`src/rtl/mem_wb_skid_stage_if.sv`:
```
`default_nettype none
// ============================================================================
// Module      : mem_wb_skid_stage_if
// Description : Handshake, payload, forwarding and status bundle of the
//               MEM/WB skid stage.
// Revision    : 1.0 - initial release
// ============================================================================
interface mem_wb_skid_stage_if #(
    parameter int INST_W = 16,
    parameter int DATA_W = 16,
    parameter int ADDR_W = 3,
    parameter int CNT_W  = 8
);
    logic              flush;
    logic              in_valid;
    logic              in_ready;
    logic [INST_W-1:0] in_inst;
    logic [DATA_W-1:0] in_res;
    logic              in_wr_en;
    logic [ADDR_W-1:0] in_wr_addr;
    logic              out_valid;
    logic              out_ready;
    logic [INST_W-1:0] out_inst;
    logic [DATA_W-1:0] out_res;
    logic              out_wr_en;
    logic [ADDR_W-1:0] out_wr_addr;
    logic              fwd_valid;
    logic [ADDR_W-1:0] fwd_addr;
    logic [DATA_W-1:0] fwd_data;
    logic [CNT_W-1:0]  stall_cnt;

    // Environment side: memory stage upstream, writeback downstream
    modport master (
        output flush, in_valid, in_inst, in_res, in_wr_en, in_wr_addr, out_ready,
        input  in_ready, out_valid, out_inst, out_res, out_wr_en, out_wr_addr,
               fwd_valid, fwd_addr, fwd_data, stall_cnt
    );

    modport slave (
        input  flush, in_valid, in_inst, in_res, in_wr_en, in_wr_addr, out_ready,
        output in_ready, out_valid, out_inst, out_res, out_wr_en, out_wr_addr,
               fwd_valid, fwd_addr, fwd_data, stall_cnt
    );
endinterface
`default_nettype wire

```
`src/rtl/mem_wb_skid_stage.sv`:
```
`default_nettype none
// ============================================================================
// Module      : mem_wb_skid_stage
// Description : MEM/WB pipeline register with 2-entry skid buffer, flush,
//               zero-register write suppression, forwarding tap and stall count.
// Revision    : 1.0 - initial release
// ============================================================================
module mem_wb_skid_stage #(
    parameter int INST_W      = 16,
    parameter int DATA_W      = 16,
    parameter int ADDR_W      = 3,
    parameter int ZERO_REG_RO = 1,
    parameter int CNT_W       = 8
) (
    input  wire logic           clk,
    input  wire logic           rst,
    mem_wb_skid_stage_if.slave  bus
);

    localparam logic [CNT_W-1:0] c_cnt_max = '1;

    logic              r_m_valid;
    logic [INST_W-1:0] r_m_inst;
    logic [DATA_W-1:0] r_m_res;
    logic              r_m_wr_en;
    logic [ADDR_W-1:0] r_m_wr_addr;

    logic              r_s_valid;
    logic [INST_W-1:0] r_s_inst;
    logic [DATA_W-1:0] r_s_res;
    logic              r_s_wr_en;
    logic [ADDR_W-1:0] r_s_wr_addr;

    logic [CNT_W-1:0]  r_stall_cnt;

    logic w_in_ready;
    logic w_accept;
    logic w_m_load;
    logic w_zero_block;
    logic w_wr_en;

    // Ready depends only on skid occupancy, so it never combinationally follows out_ready
    assign w_in_ready   = !r_s_valid;
    assign w_accept     = bus.in_valid && w_in_ready;
    assign w_m_load     = !r_m_valid || bus.out_ready;
    assign w_zero_block = (ZERO_REG_RO != 0) && (r_m_wr_addr == '0);
    assign w_wr_en      = r_m_valid && r_m_wr_en && !w_zero_block;

    always_ff @(posedge clk) begin
        if (rst || bus.flush) begin
            r_m_valid   <= 1'b0;
            r_m_inst    <= '0;
            r_m_res     <= '0;
            r_m_wr_en   <= 1'b0;
            r_m_wr_addr <= '0;
            r_s_valid   <= 1'b0;
            r_s_inst    <= '0;
            r_s_res     <= '0;
            r_s_wr_en   <= 1'b0;
            r_s_wr_addr <= '0;
        end else if (w_m_load) begin
            if (r_s_valid) begin
                r_m_valid   <= 1'b1;
                r_m_inst    <= r_s_inst;
                r_m_res     <= r_s_res;
                r_m_wr_en   <= r_s_wr_en;
                r_m_wr_addr <= r_s_wr_addr;
                r_s_valid   <= 1'b0;
                r_s_inst    <= '0;
                r_s_res     <= '0;
                r_s_wr_en   <= 1'b0;
                r_s_wr_addr <= '0;
            end else if (w_accept) begin
                r_m_valid   <= 1'b1;
                r_m_inst    <= bus.in_inst;
                r_m_res     <= bus.in_res;
                r_m_wr_en   <= bus.in_wr_en;
                r_m_wr_addr <= bus.in_wr_addr;
            end else begin
                r_m_valid   <= 1'b0;
                r_m_inst    <= '0;
                r_m_res     <= '0;
                r_m_wr_en   <= 1'b0;
                r_m_wr_addr <= '0;
            end
        end else if (w_accept) begin
            r_s_valid   <= 1'b1;
            r_s_inst    <= bus.in_inst;
            r_s_res     <= bus.in_res;
            r_s_wr_en   <= bus.in_wr_en;
            r_s_wr_addr <= bus.in_wr_addr;
        end
    end

    // Survives flush so software can still read how long writeback stalled
    always_ff @(posedge clk) begin
        if (rst) begin
            r_stall_cnt <= '0;
        end else if (r_m_valid && !bus.out_ready && (r_stall_cnt != c_cnt_max)) begin
            r_stall_cnt <= r_stall_cnt + 1'b1;
        end
    end

    assign bus.in_ready    = w_in_ready;
    assign bus.out_valid   = r_m_valid;
    assign bus.out_inst    = r_m_valid ? r_m_inst    : '0;
    assign bus.out_res     = r_m_valid ? r_m_res     : '0;
    assign bus.out_wr_addr = r_m_valid ? r_m_wr_addr : '0;
    assign bus.out_wr_en   = w_wr_en;
    assign bus.fwd_valid   = w_wr_en;
    assign bus.fwd_addr    = r_m_valid ? r_m_wr_addr : '0;
    assign bus.fwd_data    = r_m_valid ? r_m_res     : '0;
    assign bus.stall_cnt   = r_stall_cnt;

endmodule
`default_nettype wire

```
`src/flat_wrapper.sv`:
```
// flat-port wrapper written by rule: the top's interface ports become plain ports
module mem_wb_skid_stage_flat 
#(
    parameter int INST_W      = 16,
    parameter int DATA_W      = 16,
    parameter int ADDR_W      = 3,
    parameter int ZERO_REG_RO = 1,
    parameter int CNT_W       = 8
)
  (clk, rst, bus_flush, bus_in_valid, bus_in_inst, bus_in_res, bus_in_wr_en, bus_in_wr_addr, bus_out_ready, bus_in_ready, bus_out_valid, bus_out_inst, bus_out_res, bus_out_wr_en, bus_out_wr_addr, bus_fwd_valid, bus_fwd_addr, bus_fwd_data, bus_stall_cnt);
  mem_wb_skid_stage_if #(.INST_W(INST_W), .DATA_W(DATA_W), .ADDR_W(ADDR_W), .CNT_W(CNT_W)) bus_i ();
  input  wire logic clk;
  input  wire logic rst;
  input wire logic [$bits(bus_i.flush)-1:0] bus_flush;
  input wire logic [$bits(bus_i.in_valid)-1:0] bus_in_valid;
  input wire logic [$bits(bus_i.in_inst)-1:0] bus_in_inst;
  input wire logic [$bits(bus_i.in_res)-1:0] bus_in_res;
  input wire logic [$bits(bus_i.in_wr_en)-1:0] bus_in_wr_en;
  input wire logic [$bits(bus_i.in_wr_addr)-1:0] bus_in_wr_addr;
  input wire logic [$bits(bus_i.out_ready)-1:0] bus_out_ready;
  output wire logic [$bits(bus_i.in_ready)-1:0] bus_in_ready;
  output wire logic [$bits(bus_i.out_valid)-1:0] bus_out_valid;
  output wire logic [$bits(bus_i.out_inst)-1:0] bus_out_inst;
  output wire logic [$bits(bus_i.out_res)-1:0] bus_out_res;
  output wire logic [$bits(bus_i.out_wr_en)-1:0] bus_out_wr_en;
  output wire logic [$bits(bus_i.out_wr_addr)-1:0] bus_out_wr_addr;
  output wire logic [$bits(bus_i.fwd_valid)-1:0] bus_fwd_valid;
  output wire logic [$bits(bus_i.fwd_addr)-1:0] bus_fwd_addr;
  output wire logic [$bits(bus_i.fwd_data)-1:0] bus_fwd_data;
  output wire logic [$bits(bus_i.stall_cnt)-1:0] bus_stall_cnt;
  assign bus_i.flush = bus_flush;
  assign bus_i.in_valid = bus_in_valid;
  assign bus_i.in_inst = bus_in_inst;
  assign bus_i.in_res = bus_in_res;
  assign bus_i.in_wr_en = bus_in_wr_en;
  assign bus_i.in_wr_addr = bus_in_wr_addr;
  assign bus_i.out_ready = bus_out_ready;
  assign bus_in_ready = bus_i.in_ready;
  assign bus_out_valid = bus_i.out_valid;
  assign bus_out_inst = bus_i.out_inst;
  assign bus_out_res = bus_i.out_res;
  assign bus_out_wr_en = bus_i.out_wr_en;
  assign bus_out_wr_addr = bus_i.out_wr_addr;
  assign bus_fwd_valid = bus_i.fwd_valid;
  assign bus_fwd_addr = bus_i.fwd_addr;
  assign bus_fwd_data = bus_i.fwd_data;
  assign bus_stall_cnt = bus_i.stall_cnt;
  mem_wb_skid_stage #(.INST_W(INST_W), .DATA_W(DATA_W), .ADDR_W(ADDR_W), .ZERO_REG_RO(ZERO_REG_RO), .CNT_W(CNT_W)) u_core (.clk(clk), .rst(rst), .bus(bus_i));
endmodule
```
`config.mk`:
```
export PLATFORM = sky130hd
export DESIGN_NAME = mem_wb_skid_stage_flat
export DESIGN_NICKNAME = d
export VERILOG_FILES = /design/src/rtl/mem_wb_skid_stage_if.sv /design/src/rtl/mem_wb_skid_stage.sv /design/src/flat_wrapper.sv
export SDC_FILE = /design/constraint.sdc
export NUM_CORES = 1
export LEC_CHECK = 0
export ABC_AREA = 1
export CAP_MARGIN = 15
export CORE_MARGIN = 2
export CORE_UTILIZATION = 48
export CTS_CLUSTER_DIAMETER = 150
export DETAILED_ROUTE_END_ITERATION = 10
export PLACE_DENSITY = 0.8
export SYNTH_ARGS = -nofsm -noshare
export SYNTH_HDL_FRONTEND = slang
export SYNTH_SLANG_ARGS = --single-unit
export TNS_END_PERCENT = 50
```
`constraint.sdc`:
```
create_clock -name clk -period 1.7 [get_ports clk]
set_input_delay 0.17 -clock clk [delete_from_list [all_inputs] [get_ports clk]]
set_output_delay 0.17 -clock clk [all_outputs]
set_load 0.01 [all_outputs]
```
==> summary.md <==
| Metric | Value |
|---|---|
| Crit Path Class | reg -> out |
| Fin. Hold Viols | 0 |
| Drt total wl | 9860 microns |
| Outcome | finished clean |
| Fmax achieved | 0.606 GHz |
| Area of the multi-input gates | 1610 sq um |
| Iteration-0 DRC Markers | 231 |
| Slew Viols, Final | 0 |
| Area share of the largest cell type after synthesis | 43.6% |
| Unrepaired setup endpoints after global routing | yes |
| Largest net degree at the start of global routing | 30 |
| Worst Setup EP | bus_fwd_valid |
| Gate Count Post-Synth | 522 |
| Area Overhead vs Synth | 33.7% |
| Row count | 32 |
| Pleak | 2.30 nW |
| Minimum clock period | 1.65 ns |
| Clk buf depth | 2 |
| Nets@finish | 650 |
| Routability cong. | 0.847 |
| #FFs+latches synth | 82 |
| TritonCTS Buffers | 9 |
| Maximum fanout along the worst path | 3 |
| Core area | 7650 sq um |
| TritonCTS clock tree | done |
| Synth Cell Area | 3760 sq um |
| Most area-consuming cells after synthesis | dfxtp_1, nand2_1, o22ai_1 |
| Clock sinks | 82 |
| Crit path required time | 1.53 ns |
| First-pass GRT wire length | 16100 microns |
| Yosys warnings | 0 |
| Post-Syn Nets | 564 |
| IO buf count | 106 |
| Most area-hungry cell type in the Yosys netlist | dfxtp_1 |
| FF-to-FF Start | u_core.bus.stall_cnt[0] |
| Htree depth | 3 |
| Max_slew headroom | 76.3% |
| R2R setup slack | 0.23 ns |
| Core Util, Final | 65.8% |
| DR DRC count | 0 |
| Total track usage | 23.4% |
| Avg Cell Area, Syn | 7.21 sq um |
| Number of global-route vias before repair | 3488 |
| Register area share after synthesis | 43.6% |
| Aggregate global routing overflow | 0 |
| Setup crit start | u_core.bus.out_valid |
| Initial antenna violation count | 0 |
| Reg2Reg Depth | 6 |
| Setup-failing EPs final | 0 |
| Setup crit end kind | primary output |
| Die W | 92.5 microns |
| CP startpoint kind | flip-flop |
| Die height | 92.5 microns |
| Pre-CTS WS | 0.0732 ns |
| Fillers | 665 |
| Worst reg2reg endpoint | u_core.bus.stall_cnt[0] |
| Avg Vias per Cell | 5.26 |
| Routed len/inst | 13.8 microns |
| Critical Path AT | 1.48 ns |
| Sum Neg Setup Slack | 0 ns |
| Post-DP HPWL | 6510 microns |
| Die area | 8560 sq um |
| Ant diodes | 0 |
| Storage element area | 1650 sq um |
| Max Clock Skew | 0.00824 ns |
| Clock Pin Slew Worst Setup and Hold Paths | 0.10 ns |
| Layout cells sized above 1 | 8.81% |
| Worst VDD drop | 0.431 mV |
| Max-Cap Viols | 0 |
| Clk_lat worst skew | 0.35 ns |
| Hold crit path type | in -> reg |
| Starting Density | 49.2% |
| Post-synth cell types | 25 |
| Routed Antenna Nets | 0 |
| Length of the first detailed-routing pass in iterations | 5 |
| Worst Max-Slew Pin Slew | 0.354 ns |
| Clock root buffer | clkbuf_8 |
| Pwr dens | 758 nW/um^2 |
| IO Count | 107 |
| Setup WS post-layout | 0.0500 ns |
| Via count | 3762 |
| Final Cycle Share | 97.1% |
| Hold Slack | 0.410 ns |
==> cell usage after synthesis <==
| library cell | count |
|---|---|
| buf_6 | 3 |
| nor2_8 | 2 |
| o21bai_1 | 1 |
| inv_2 | 2 |
| nand2_4 | 1 |
| inv_4 | 1 |
| buf_4 | 27 |
| dfxtp_1 | 82 |
| ha_1 | 1 |
| clkbuf_1 | 9 |
| o21ai_0 | 12 |
| a21oi_1 | 8 |
| nor3b_1 | 1 |
| nand4_1 | 2 |
| a31oi_1 | 27 |
| o21ai_4 | 1 |
| nand3_1 | 37 |
| nor2_2 | 1 |
| buf_2 | 14 |
| nor2_1 | 13 |
| nand2_1 | 190 |
| o22ai_1 | 36 |
| inv_1 | 47 |
| a311oi_1 | 1 |
| o221ai_1 | 3 |
==> metrics by stage <==
step	area (sq um)	std cells	total power, mW
2_1_floorplan	3760	522	2.18
3_3_place_gp	4840	696	2.37
3_5_place_dp	4840	696	2.38
4_1_cts	5030	715	3.83
5_1_grt	5030	715	3.94
6_report	5030	715	3.81
==> layer usage <==
layer  wire length (microns)  part of all wire [%]  vias up  GRT usage, %
met5                       0                     0        -             0
met4                     125                   1.3        0          9.33
met3                     574                   5.8       10          3.74
met2                    4950                    50      147          39.8
met1                    4210                    43     1753          29.6
li1                        -                     -     1852             -
==> flip-flops by register name (all words and copies together) (netlist names) <==
name                  cells
u_core.bus.out_valid      1
u_core.bus.stall_cnt      8
u_core.r_m_inst          16
u_core.r_m_res           16
u_core.r_m_wr_addr        3
u_core.r_m_wr_en          1
u_core.r_s_inst          16
u_core.r_s_res           16
u_core.r_s_valid          1
u_core.r_s_wr_addr        3
u_core.r_s_wr_en          1
==> critical path, stage by stage, from the launching register on <==
cell	delay [ns]
dfxtp_4	0.40
buf_4	0.12
inv_2	0.06
a311oi_2	0.24
dlygate4sd2_1	0.31
==> power breakdown <==
group	internal (mW)	switching, mW	leakage, nW	total (mW)
clock	0.702	0.768	0.101	1.47
combinational	0.179	0.199	1.53	0.379
sequential	1.95	0.0128	0.664	1.96
==> worst min-delay path by stage <==
stage	from	cells after the start	to
2_1_floorplan	rst	1	u_core.bus.stall_cnt[1]
3_3_place_gp	u_core.r_s_inst[10]	2	u_core.r_m_inst[10]
3_5_place_dp	u_core.r_s_res[10]	2	u_core.r_s_res[10]
4_1_cts	bus_in_res[1]	3	u_core.r_s_res[1]
5_1_grt	bus_in_res[1]	3	u_core.r_s_res[1]
6_report	bus_in_res[10]	3	u_core.r_s_res[10]
==> layout make-up <==
| cell class | count | share of cell area (%) |
|---|---|---|
| Sequential cell | 82 | 32.7 |
| Multi-Input combinational cell | 337 | 32.0 |
| Timing Repair Buffer | 128 | 24.9 |
| Inverter | 50 | 3.78 |
| Tap cell | 102 | 2.54 |
| Clock buffer | 9 | 2.46 |
| Clock inverter | 7 | 1.62 |
==> layout by cell type (no fill, tap or decap), drive strengths merged <==
cell,instances
buf,22
clkdlybuf4s50,50
o21ai,13
dlygate4sd2,42
inv,54
nand2,191
a311oi,1
ha,1
nand4,2
dfxtp,82
o22ai,36
clkinv,1
clkinvlp,1
a31oi,27
nor2,16
nand3,37
o21bai,1
o221ai,3
clkdlybuf4s15,10
a21oi,8
nor3b,1
clkbuf,13
bufinv,1
==> timing repair <==
action                     4_1_cts  5_1_grt
cloned                           1        0
hold buffers                     0        0
setup endpoints to repair       58       16
gates resized for setup         62       18
buffers inserted                 2        0
pin swaps                        0        0
==> cells by family (layout without fill, tap and decap cells) <==
group / count (synthesis) / in the layout / synth area share [%]
fa+ha+maj: 1 / 1 / 0.333
simple gates: 247 / 247 / 27.2
compound gates: 89 / 89 / 14.7
buf+inv: 103 / 194 / 14.1
flops: 82 / 82 / 43.6
Power figures use the tool's default switching activity.
